[src/rtl/btn_pkg.sv]
// Shared types and constants for the push-button conditioning front end.
// Button index constants are also used by the digit-entry stage.
package btn_pkg;

  localparam int unsigned NUM_BTN = 5;

  // Fixed bit mapping of the button bus
  localparam int unsigned BTN_LEFT  = 4;
  localparam int unsigned BTN_INC   = 3;
  localparam int unsigned BTN_RIGHT = 2;
  localparam int unsigned BTN_DEC   = 1;
  localparam int unsigned BTN_C     = 0;

  // Per-button pulse FSM states
  typedef enum logic [1:0] {
    IDLE   = 2'd0,
    DELAY  = 2'd1,
    REPEAT = 2'd2
  } btn_state_t;

  // Counter width for a terminal count of n-1; never narrower than one bit.
  function automatic int unsigned cnt_w(input int unsigned n);
    return (n < 2) ? 32'd1 : 32'($clog2(n));
  endfunction

endpackage

[src/rtl/btn_chan.sv]
// One button channel: 2-FF synchroniser, debouncer and press/repeat pulse FSM.
// Ports:
//   clk, rst_n  - clock, asynchronous active-low reset
//   btn_i       - raw asynchronous button level
//   rpt_en_i    - enable auto-repeat pulses while held (static strap)
//   ok_o        - registered one-cycle press / repeat pulse
//   lvl_o       - registered debounced level
module btn_chan
  import btn_pkg::*;
#(
  parameter int unsigned DEB_CYCLES   = 1_000_000,
  parameter int unsigned REPEAT_DELAY = 50_000_000,
  parameter int unsigned REPEAT_RATE  = 10_000_000
) (
  input  logic clk,
  input  logic rst_n,
  input  logic btn_i,
  input  logic rpt_en_i,
  output logic ok_o,
  output logic lvl_o
);

  localparam int unsigned DEB_W    = cnt_w(DEB_CYCLES);
  localparam int unsigned HOLD_MAX = (REPEAT_DELAY > REPEAT_RATE) ? REPEAT_DELAY : REPEAT_RATE;
  localparam int unsigned HOLD_W   = cnt_w(HOLD_MAX);

  localparam logic [DEB_W-1:0]  DEB_TC   = DEB_W'(DEB_CYCLES - 1);
  localparam logic [HOLD_W-1:0] DELAY_TC = HOLD_W'(REPEAT_DELAY - 1);
  localparam logic [HOLD_W-1:0] RATE_TC  = HOLD_W'(REPEAT_RATE - 1);

  logic [1:0]        sync_q;
  logic              s_c;
  logic [DEB_W-1:0]  cnt_q, cnt_d;
  logic              stable_q, stable_d;
  logic              accept_c;
  logic              fall_c;
  logic              rise_c;
  logic              lvl_q;
  logic              ok_q, ok_d;
  btn_state_t        state_q, state_d;
  logic [HOLD_W-1:0] hold_q, hold_d;

  // Two-flop synchroniser for the asynchronous button input
  always_ff @(posedge clk or negedge rst_n) begin
    if (!rst_n) begin
      sync_q <= 2'b00;
    end else begin
      sync_q <= {sync_q[0], btn_i};
    end
  end

  assign s_c = sync_q[1];

  // Debouncer: a level change is accepted only after DEB_CYCLES unbroken mismatching cycles
  always_comb begin
    cnt_d    = cnt_q;
    stable_d = stable_q;
    accept_c = 1'b0;
    if (s_c == stable_q) begin
      cnt_d = '0;
    end else if (cnt_q == DEB_TC) begin
      accept_c = 1'b1;
      stable_d = s_c;
      cnt_d    = '0;
    end else begin
      cnt_d = cnt_q + DEB_W'(1);
    end
  end

  always_ff @(posedge clk or negedge rst_n) begin
    if (!rst_n) begin
      cnt_q    <= '0;
      stable_q <= 1'b0;
    end else begin
      cnt_q    <= cnt_d;
      stable_q <= stable_d;
    end
  end

  // Release is taken at the cycle the debouncer accepts it, so a repeat
  // terminal count landing on that same cycle is suppressed.
  assign fall_c = accept_c & ~s_c;
  // Press is seen one cycle after acceptance, aligned with the level output.
  assign rise_c = stable_q & ~lvl_q;

  // Pulse FSM next-state and output logic
  always_comb begin
    state_d = state_q;
    hold_d  = hold_q;
    ok_d    = 1'b0;
    unique case (state_q)
      IDLE: begin
        hold_d = '0;
        if (rise_c) begin
          ok_d = 1'b1;
          if (rpt_en_i) begin
            state_d = DELAY;
          end
        end
      end
      DELAY: begin
        if (fall_c || !stable_q) begin
          state_d = IDLE;
          hold_d  = '0;
        end else if (hold_q == DELAY_TC) begin
          ok_d    = 1'b1;
          hold_d  = '0;
          state_d = REPEAT;
        end else begin
          hold_d = hold_q + HOLD_W'(1);
        end
      end
      REPEAT: begin
        if (fall_c || !stable_q) begin
          state_d = IDLE;
          hold_d  = '0;
        end else if (hold_q == RATE_TC) begin
          ok_d   = 1'b1;
          hold_d = '0;
        end else begin
          hold_d = hold_q + HOLD_W'(1);
        end
      end
      default: begin
        state_d = IDLE;
        hold_d  = '0;
      end
    endcase
  end

  // FSM state, hold counter and registered outputs
  always_ff @(posedge clk or negedge rst_n) begin
    if (!rst_n) begin
      state_q <= IDLE;
      hold_q  <= '0;
      ok_q    <= 1'b0;
      lvl_q   <= 1'b0;
    end else begin
      state_q <= state_d;
      hold_q  <= hold_d;
      ok_q    <= ok_d;
      lvl_q   <= stable_q;
    end
  end

  assign ok_o  = ok_q;
  assign lvl_o = lvl_q;

endmodule

[src/rtl/btn_pulse.sv]
// Button conditioning front end for the digit-entry stage. Five independent
// channels turn raw buttons into debounced levels and press/repeat pulses.
// Ports:
//   clk, rst_n - clock, asynchronous active-low reset
//   BTN        - raw active-high buttons [4]=left [3]=inc [2]=right [1]=dec [0]=centre
//   BTN_OK     - registered one-cycle press / auto-repeat pulses
//   BTN_LVL    - registered debounced button levels
module btn_pulse
  import btn_pkg::*;
#(
  parameter int unsigned          DEB_CYCLES   = 1_000_000,
  parameter int unsigned          REPEAT_DELAY = 50_000_000,
  parameter int unsigned          REPEAT_RATE  = 10_000_000,
  parameter logic [NUM_BTN-1:0]   REPEAT_EN    = 5'b01010
) (
  input  logic               clk,
  input  logic               rst_n,
  input  logic [NUM_BTN-1:0] BTN,
  output logic [NUM_BTN-1:0] BTN_OK,
  output logic [NUM_BTN-1:0] BTN_LVL
);

  // One fully independent channel per button; no cross-button priority
  for (genvar i = 0; i < NUM_BTN; i++) begin : g_chan
    btn_chan #(
      .DEB_CYCLES  (DEB_CYCLES),
      .REPEAT_DELAY(REPEAT_DELAY),
      .REPEAT_RATE (REPEAT_RATE)
    ) u_chan (
      .clk     (clk),
      .rst_n   (rst_n),
      .btn_i   (BTN[i]),
      .rpt_en_i(REPEAT_EN[i]),
      .ok_o    (BTN_OK[i]),
      .lvl_o   (BTN_LVL[i])
    );
  end

endmodule

[config.mk]
export PLATFORM = sky130hd
export DESIGN_NAME = btn_pulse
export DESIGN_NICKNAME = d
export VERILOG_FILES = /design/src/rtl/btn_pkg.sv /design/src/rtl/btn_chan.sv /design/src/rtl/btn_pulse.sv
export SDC_FILE = /design/constraint.sdc
export NUM_CORES = 1
export LEC_CHECK = 0
export CORE_ASPECT_RATIO = 1.4
export CORE_MARGIN = 2
export CORE_UTILIZATION = 45
export CTS_CLUSTER_SIZE = 12
export DETAILED_ROUTE_END_ITERATION = 12
export PLACE_DENSITY = 0.69
export SLEW_MARGIN = 15
export SYNTH_ARGS = -nofsm -noshare
export SYNTH_HDL_FRONTEND = slang
export SYNTH_HIERARCHICAL = 1
export SYNTH_SLANG_ARGS = --single-unit
export TNS_END_PERCENT = 20
[constraint.sdc]
create_clock -name clk -period 5 [get_ports clk]
set_input_delay 0.75 -clock clk [delete_from_list [all_inputs] [get_ports clk]]
set_output_delay 0.75 -clock clk [all_outputs]
set_load 0.02 [all_outputs]
==> metrics.txt, run 1 <==
# TYPE chip_impl_metric gauge
chip_impl_metric{name="irDropWorstVdd",unit="uV"} 194
chip_impl_metric{name="rrSetupSlack",unit="ns"} 2.44
chip_impl_metric{name="avgViaCountPerCell",unit=""} 5.32
chip_impl_metric{name="place.detailed.hpwl",unit="mm"} 17.0
chip_impl_info{name="worst_setup_startpoint",value="g_chan[1].u_chan/hold_q[0]$_DFF_PN0_"} 1
chip_impl_metric{name="gpl.final_weighted_congestion",unit=""} 0.813
chip_impl_metric{name="cp_max_fo",unit=""} 26
chip_impl_metric{name="design.die.area",unit="sq um"} 31700
chip_impl_metric{name="drive_gt1_share",unit="%"} 4.18
chip_impl_info{name="biggest_area_contributors_in_the_synthesized_netlist",value="dfrtp_1 (49%), xnor2_1 (9.4%), nor2_1 (7.5%)"} 1
chip_impl_metric{name="count_of_placed_standard_cells_in_the_final_layout_fillers_left_out",unit=""} 1821
chip_impl_metric{name="rows",unit=""} 75
chip_impl_metric{name="cts_setup_buffers",unit=""} 0
chip_impl_metric{name="post_synth_num_cell_types",unit=""} 52
chip_impl_metric{name="clock_tree.buffer_depth",unit=""} 3
chip_impl_info{name="worstSetupEndpoint",value="g_chan[1].u_chan/hold_q[17]$_DFF_PN0_"} 1
chip_impl_metric{name="synthesis.area_per_instance",unit="sq um"} 9.70
chip_impl_metric{name="cts.clk_slew.worst_paths",unit="ns"} 0.06
chip_impl_metric{name="achievable-frequency",unit="GHz"} 0.391
chip_impl_metric{name="hold_viol",unit=""} 0
chip_impl_metric{name="worst_r2r_path_depth",unit=""} 6
chip_impl_metric{name="initialDrtViolationCount",unit=""} 442
chip_impl_info{name="unrepaired_setup_endpoints_after_global_routing",value="false"} 1
chip_impl_info{name="nature_of_the_critical_path_startpoint",value="flip-flop"} 1
chip_impl_info{name="outcome",value="finished, final reports clean"} 1
chip_impl_metric{name="io-pin-count",unit=""} 17
chip_impl_metric{name="powerDensity",unit="nW/um^2"} 277
chip_impl_metric{name="global_route_wire_length_before_repair",unit="mm"} 44.7
chip_impl_metric{name="synth_warnings",unit=""} 6
chip_impl_metric{name="grt_pass1_vias",unit=""} 10000
chip_impl_metric{name="cts_hold_buf",unit=""} 0
chip_impl_metric{name="finalWirelength",unit="mm"} 25.1
chip_impl_info{name="most_numerous_cell_types_in_the_synthesized_netlist",value="nor2_1 (273), dfrtp_1 (265), xnor2_1 (146)"} 1
chip_impl_metric{name="starting_density_of_the_core",unit="%"} 45.5
chip_impl_metric{name="numPortBuffers",unit=""} 16
chip_impl_metric{name="clock_insertion_delay_worst_skew",unit="ns"} 0.54
chip_impl_info{name="setup.worst_path.class",value="reg2reg"} 1
chip_impl_metric{name="synth_seq_cells",unit=""} 265
chip_impl_metric{name="dpl.cell_count",unit=""} 1782
chip_impl_info{name="synth_flop_cell",value="dfrtp_1"} 1
chip_impl_metric{name="finalCritPeriodShare",unit="%"} 51.2
chip_impl_metric{name="drt-wirelength-per-cell",unit="microns"} 13.8
chip_impl_metric{name="maxSlewHeadroom",unit="%"} 43.3
chip_impl_metric{name="numCtsBuffers",unit=""} 27
chip_impl_metric{name="critPathRequiredTime",unit="ns"} 5.38
chip_impl_metric{name="total_leakage_power",unit="uW"} 0.00570
chip_impl_metric{name="cts.sinks",unit=""} 265
chip_impl_metric{name="synthesis.instances",unit=""} 1404
chip_impl_info{name="yosys.area.top_type",value="dfrtp_1"} 1
chip_impl_metric{name="finalMaxSlewViolations",unit=""} 0
chip_impl_metric{name="cts_htree_levels",unit=""} 1
chip_impl_metric{name="cts_resized",unit=""} 0
chip_impl_metric{name="post-route-min-period",unit="ns"} 2.56
chip_impl_metric{name="finalSetupViolCount",unit=""} 0
chip_impl_metric{name="globalRouteTotalUtil",unit="%"} 16.5
chip_impl_metric{name="dr_drc_count",unit=""} 0
chip_impl_metric{name="fraction_of_synthesis_flops_using_an_asynchronous_set_or_reset_pin",unit="%"} 100
chip_impl_metric{name="floorplan.die.width",unit="microns"} 151
chip_impl_metric{name="via_count_of_the_routed_design",unit=""} 9685
chip_impl_metric{name="die_h",unit="microns"} 210
chip_impl_metric{name="overflow",unit=""} 0
chip_impl_metric{name="drv.max_cap_violation_count",unit=""} 0
chip_impl_metric{name="fillers",unit=""} 2674
chip_impl_metric{name="antenna_cells",unit=""} 0
chip_impl_metric{name="synth.yosys.seq_area_share",unit="%"} 48.7
chip_impl_metric{name="grt_start_max_net_pins",unit=""} 100
chip_impl_metric{name="dr.pass1.iters",unit=""} 4
chip_impl_metric{name="post_synth_edffs",unit=""} 0
chip_impl_metric{name="accumulated_negative_setup_slack",unit="ns"} 0
chip_impl_info{name="min-delay-path-class",value="in2async"} 1
chip_impl_metric{name="cp_data_arrival_time",unit="ns"} 2.94
chip_impl_metric{name="core_ar",unit="sq um"} 29900
chip_impl_metric{name="syn_area",unit="sq um"} 13600
chip_impl_info{name="rr_startpoint",value="g_chan[1].u_chan/hold_q[0]$_DFF_PN0_"} 1
chip_impl_metric{name="netlist.area_leader.share",unit="%"} 48.7
chip_impl_metric{name="area_delta_synth_final",unit="%"} 8.98
chip_impl_metric{name="num-nets-final",unit=""} 1463
chip_impl_info{name="cts_tree",value="yes"} 1
chip_impl_info{name="cts.root.buffer_cell",value="clkbuf_16"} 1
chip_impl_metric{name="timing.clock.skew",unit="ns"} 0.00990
chip_impl_metric{name="grt_antenna_before_repair",unit=""} 0
chip_impl_info{name="synthMostInstantiatedCell",value="nor2_1"} 1
chip_impl_info{name="endpoint_kind",value="flip-flop"} 1
chip_impl_metric{name="antenna_left",unit=""} 0
chip_impl_info{name="worstReg2RegEnd",value="g_chan[1].u_chan/hold_q[17]$_DFF_PN0_"} 1
chip_impl_metric{name="tightest_slew",unit="ns"} 0.851
==> stage by stage <==
| stage | setup slack, ns | power (uW) | util [%] | cell area, sq um | hold WS (ns) |
|---|---|---|---|---|---|
| 2_1_floorplan | 2.95 | 2230 | - | 13600 | 0.331 |
| 3_3_place_gp | 2.50 | 2290 | 47.0 | 14100 | 0.333 |
| 3_5_place_dp | 2.44 | 2290 | 47.0 | 14100 | 0.335 |
| 4_1_cts | 2.41 | 4170 | 49.6 | 14800 | 0.278 |
| 5_1_grt | 2.22 | 4270 | 49.6 | 14800 | 0.312 |
| 6_report | 2.44 | 4110 | 49.6 | 14800 | 0.257 |
==> power breakdown <==
part           leakage (uW)  internal [uW]  switching, uW
Clock              0.000394           1070            785
Combinational       0.00164           17.9           62.9
Sequential          0.00367           2160           11.6
Total               0.00570           3250            859
==> worst min path at each step <==
| stage | from | end | cells after the start |
|---|---|---|---|
| floorplan | g_chan[0].u_chan/sync_q[0]$_DFF_PN0_ | g_chan[0].u_chan/sync_q[1]$_DFF_PN0_ | 0 |
| global route | rst_n | g_chan[0].u_chan/sync_q[1]$_DFF_PN0_ | 1 |
| CTS | rst_n | g_chan[0].u_chan/sync_q[0]$_DFF_PN0_ | 1 |
| finish | rst_n | g_chan[0].u_chan/ok_o$_DFF_PN0_ | 1 |
| detailed placement | g_chan[2].u_chan/sync_q[0]$_DFF_PN0_ | g_chan[2].u_chan/sync_q[1]$_DFF_PN0_ | 0 |
| global placement | g_chan[0].u_chan/sync_q[0]$_DFF_PN0_ | g_chan[0].u_chan/sync_q[1]$_DFF_PN0_ | 0 |
==> metal layers <==
layer / up-vias / GRT usage [%] / routed length, microns
met5: - / 0 / 0
met3: 33 / 2.22 / 611
li1: 4831 / - / -
met1: 4738 / 20.4 / 11200
met2: 83 / 29.9 / 12800
met4: 0 / 4.74 / 454
==> worst max-delay path: stages, from the launching register on <==
cell	delay (ns)
dfrtp_1	0.38
ha_1	0.22
and4_1	0.29
nand4_1	0.24
o41ai_2	0.42
a211o_1	0.74
nor2_1	0.12
==> cell families (layout without fill, tap and decap cells) <==
logic type	count (synthesis)	in the layout	share of synthesized area, %
and+or+nand+nor	731	731	27.2
DFF	265	265	48.7
xor gates and xnor gates	215	215	13.8
buffers and inverters	92	121	3.60
AOI/OAI and AO/OA	68	68	3.81
adders and majority gates	30	30	2.75
other	2	5	0.0551
muxes	1	1	0.0826
==> layout make-up <==
class / count / area (sq um) / share of cell area [%]
Clock buffer: 37 / 783 / 5.27
Inverter: 62 / 233 / 1.57
Tap cell: 385 / 482 / 3.24
Clock inverter: 2 / 10.0 / 0.0674
Multi-Input combinational cell: 1050 / 6520 / 43.9
Timing Repair Buffer: 20 / 195 / 1.31
Sequential cell: 265 / 6630 / 44.7
==> flip-flops by register name, indices dropped and copies added (netlist names) <==
name                    cells
g_chan.u_chan/cnt_q       100
g_chan.u_chan/lvl_o         5
g_chan.u_chan/ok_o          5
g_chan.u_chan/state_q      10
g_chan.u_chan/sync_q       10
g_chan.u_chan/hold_q      130
g_chan.u_chan/stable_q      5
==> cells in the final DEF, fill, tap and decap left out, drive strengths merged, types with 2 or more instances in the layout <==
cell	count
buf	5
and2	14
nand4b	6
or3	13
clkinv	2
nor3	48
a21oi	16
or4	6
conb	5
o31ai	5
nand2	108
o41ai	4
a21boi	6
or4b	8
nor4bb	5
nand3	83
xor2	69
clkbuf	37
o21ai	13
o211ai	2
o211a	5
clkdlybuf4s50	15
nand3b	5
a41o	4
o21a	2
nand4	34
xnor2	146
and4	26
nor2b	6
and3	26
nor2	273
dfrtp	265
a211o	8
ha	30
nand4bb	4
inv	62
nor4b	8
nor4	56
No activity file was read; power rests on OpenSTA's default activity.
==> inputs of run 2 (changes only) <==
PLACE_DENSITY = 0.72   (was 0.69)
clock period = 2.3 ns   (was 5 ns; I/O delays follow)
==> run 2 against run 1 <==
Net effect: clock power up 130%; total power up 120%; critical path depth up 1; via count up 2.3%; clock-buffer cell count down 4; die area unchanged; first-iteration DRC count up 1.4%; global-route usage about the same; non-clock buffer count up 26; worst hold slack worse by 0.035 ns.
==> metrics.txt, run 2 (same netlist as run 1, synthesis figures left out) <==
# TYPE chip_impl_metric gauge
chip_impl_metric{name="met1_usage",unit="%"} 20.7
chip_impl_metric{name="grt_antenna_before_repair",unit=""} 0
chip_impl_metric{name="avgViaCountPerCell",unit=""} 5.37
chip_impl_metric{name="seqCellArea",unit="sq um"} 6630
chip_impl_info{name="setup.worst_path.class",value="reg2reg"} 1
chip_impl_metric{name="drt-wirelength-per-cell",unit="microns"} 13.6
chip_impl_metric{name="finalSetupViolCount",unit=""} 0
chip_impl_metric{name="groute.layer.met3.usage",unit="%"} 1.74
chip_impl_metric{name="timing.clock.skew",unit="ns"} 0.0220
chip_impl_metric{name="irDropWorstVdd",unit="uV"} 365
chip_impl_info{name="top_regs",value="g_chan.u_chan/hold_q x130, g_chan.u_chan/cnt_q x100"} 1
chip_impl_metric{name="design.die.area",unit="sq um"} 31700
chip_impl_info{name="critical-path-top-delay-family",value="simple AND/OR/NAND/NOR gates"} 1
chip_impl_metric{name="fillers",unit=""} 2581
chip_impl_metric{name="drive_gt1_share",unit="%"} 5.68
chip_impl_info{name="cell_with_the_biggest_individual_delay_on_the_critical_path",value="or4_4"} 1
chip_impl_metric{name="cts_htree_levels",unit=""} 1
chip_impl_metric{name="finalPower",unit="uW"} 9170
chip_impl_info{name="min-delay-path-class",value="in2reg"} 1
chip_impl_metric{name="gpl.final_weighted_congestion",unit=""} 0.828
chip_impl_metric{name="hold_viol",unit=""} 0
chip_impl_metric{name="numCtsBuffers",unit=""} 27
chip_impl_metric{name="powerDensity",unit="nW/um^2"} 603
chip_impl_metric{name="dr.pass1.iters",unit=""} 4
chip_impl_metric{name="maxSlewHeadroom",unit="%"} 59.0
chip_impl_metric{name="accumulated_negative_setup_slack",unit="ns"} 0
chip_impl_metric{name="via_count_of_the_routed_design",unit=""} 9909
chip_impl_info{name="final_cell_mix",value="nor2_1 (273), dfrtp_1 (265), xnor2_1 (146), nand2_1 (108), nand3_1 (80)"} 1
chip_impl_info{name="registers.top_by_ff_count",value="g_chan.u_chan/hold_q"} 1
chip_impl_info{name="cts_tree",value="yes"} 1
chip_impl_info{name="endpoint_kind",value="flip-flop"} 1
chip_impl_metric{name="critPathRequiredTime",unit="ns"} 2.73
chip_impl_metric{name="grt_start_max_net_pins",unit=""} 76
chip_impl_info{name="outcome",value="finished, final reports clean"} 1
chip_impl_metric{name="post-route-min-period",unit="ns"} 2.17
chip_impl_metric{name="tightest_slew",unit="ns"} 0.615
chip_impl_info{name="timing.critical_path.cells",value="ha_1 -> nand2_1 -> or4_4 -> o31a_1 -> o211ai_4 -> buf_4 -> nor2_1"} 1
chip_impl_info{name="worst_min_delay_path_startpoint",value="BTN[0]"} 1
chip_impl_metric{name="clock_tree.buffer_depth",unit=""} 3
chip_impl_metric{name="finalWirelength",unit="mm"} 25.0
chip_impl_metric{name="die_h",unit="microns"} 210
chip_impl_metric{name="numPortBuffers",unit=""} 16
chip_impl_metric{name="cp_data_arrival_time",unit="ns"} 2.60
chip_impl_metric{name="antenna_left",unit=""} 0
chip_impl_metric{name="grt_pass1_vias",unit=""} 10000
chip_impl_metric{name="rows",unit=""} 75
chip_impl_metric{name="floorplan.die.width",unit="microns"} 151
chip_impl_metric{name="overflow",unit=""} 0
chip_impl_metric{name="core_ar",unit="sq um"} 29900
chip_impl_metric{name="antenna_cells",unit=""} 0
chip_impl_metric{name="initialDrtViolationCount",unit=""} 448
chip_impl_metric{name="starting_density_of_the_core",unit="%"} 45.5
chip_impl_info{name="unrepaired_setup_endpoints_after_global_routing",value="false"} 1
chip_impl_metric{name="drv.max_cap_violation_count",unit=""} 0
chip_impl_info{name="global_route.peak_usage_layer",value="met2"} 1
chip_impl_metric{name="cp_max_fo",unit=""} 17
chip_impl_metric{name="finalMaxSlewViolations",unit=""} 0
chip_impl_info{name="rr_startpoint",value="g_chan[4].u_chan/hold_q[0]$_DFF_PN0_"} 1
chip_impl_metric{name="count_of_placed_standard_cells_in_the_final_layout_fillers_left_out",unit=""} 1846
chip_impl_metric{name="number_of_flip_flops_under_the_largest_register_name",unit=""} 130
chip_impl_metric{name="cts_setup_buffers",unit=""} 0
chip_impl_metric{name="multi_input_comb_area",unit="sq um"} 6520
chip_impl_metric{name="cp_slowest_stage_delay",unit="ns"} 0.45
chip_impl_metric{name="rrSetupSlack",unit="ns"} 0.13
chip_impl_info{name="most_frequent_standard_cell_in_the_layout_excluding_fill_and_tap_cells",value="nor2_1"} 1
chip_impl_metric{name="globalRouteTotalUtil",unit="%"} 16.5
chip_impl_info{name="cts.root.buffer_cell",value="clkbuf_16"} 1
chip_impl_metric{name="finalCritPeriodShare",unit="%"} 94.5
chip_impl_metric{name="cts.clk_slew.worst_paths",unit="ns"} 0.06
chip_impl_metric{name="io-pin-count",unit=""} 17
chip_impl_metric{name="dr_drc_count",unit=""} 0
chip_impl_metric{name="dpl.cell_count",unit=""} 1807
chip_impl_metric{name="total_leakage_power",unit="uW"} 0.00588
chip_impl_metric{name="cts.sinks",unit=""} 265
chip_impl_info{name="nature_of_the_critical_path_startpoint",value="flip-flop"} 1
chip_impl_metric{name="worstPathBufferInverterCount",unit=""} 1
chip_impl_metric{name="achievable-frequency",unit="GHz"} 0.460
chip_impl_metric{name="place.detailed.hpwl",unit="mm"} 17.3
chip_impl_metric{name="num-nets-final",unit=""} 1489
chip_impl_metric{name="global_route_wire_length_before_repair",unit="mm"} 44.9
chip_impl_info{name="worst_setup_startpoint",value="g_chan[4].u_chan/hold_q[0]$_DFF_PN0_"} 1
chip_impl_metric{name="clock_insertion_delay_worst_skew",unit="ns"} 0.56
chip_impl_metric{name="area_delta_synth_final",unit="%"} 11.6
chip_impl_metric{name="met2_usage",unit="%"} 29.7
run 2: cell count changes in the layout (fill, tap and decap cells not counted):
cell | before | now
clkinv_2 | 2 | 1
dlygate4sd3_1 | 0 | 1
buf_4 | 4 | 20
clkbuf_8 | 7 | 2
inv_16 | 0 | 1
bufinv_16 | 0 | 3
buf_12 | 0 | 9
clkbuf_1 | 3 | 4
run 2: layout make-up:
| cell class | instances | share of cell area, % |
|---|---|---|
| multi-input combinational | 1050 | 42.9 |
| clock inverter | 5 | 0.757 |
| timing repair buffer | 46 | 3.33 |
| clock buffer | 33 | 4.73 |
| sequential | 265 | 43.6 |
| tap | 385 | 3.17 |
| inverter | 62 | 1.53 |
run 2: through the flow:
| step | instance area [sq um] | worst slack [ns] | utilization, % | hold WS [ns] |
|---|---|---|---|---|
| finish | 15200 | 0.126 | 50.8 | 0.221 |
| global route | 15200 | 0.0106 | 50.8 | 0.214 |
| CTS | 15200 | 0.119 | 50.8 | 0.207 |
| detailed placement | 14400 | 0.134 | 48.0 | 0.336 |
| global placement | 14400 | 0.191 | 48.0 | 0.334 |
| floorplan | 13600 | 0.254 | - | 0.0494 |
run 2: final timing paths:
path	endpoint	cells after the start
setup / recovery	g_chan[4].u_chan/hold_q[9]$_DFF_PN0_	7
max in group asynchronous	g_chan[4].u_chan/cnt_q[8]$_DFF_PN0_	3
setup reg to reg	g_chan[4].u_chan/hold_q[9]$_DFF_PN0_	7
hold / removal	g_chan[0].u_chan/sync_q[0]$_DFF_PN0_	1
hold reg to reg	g_chan[0].u_chan/sync_q[1]$_DFF_PN0_	0
min in group asynchronous	g_chan[0].u_chan/sync_q[0]$_DFF_PN0_	2
run 2: timing repair:
item | in CTS | in global routing
hold buffers | 1 | 0
gates resized for setup | 0 | 0
hold endpoints to repair | 67 | 0
run 2: per-layer routing:
| layer | vias to the layer above | part of all wire, % |
|---|---|---|
| li1 | 4888 | - |
| met2 | 124 | 52 |
| met5 | - | 0 |
| met1 | 4849 | 43 |
| met4 | 0 | 2.3 |
| met3 | 48 | 2.5 |
run 2: report_power, final:
group,total [uW],internal [uW],switching [uW]
logic,200,61.3,139
registers,4720,4690,23.8
clock network,4250,2520,1730
run 2: worst register-to-register path: stages, from the launching register on:
cell	delay, ns
dfrtp_1	0.40
ha_1	0.24
nand2_1	0.12
or4_4	0.45
o31a_1	0.35
o211ai_4	0.17
buf_4	0.24
nor2_1	0.08
==> inputs of run 3 (changes only) <==
SLEW_MARGIN = default   (was 15)
==> results of run 3 <==
The final DEF is identical to that of run 2; final timing and power are the same.
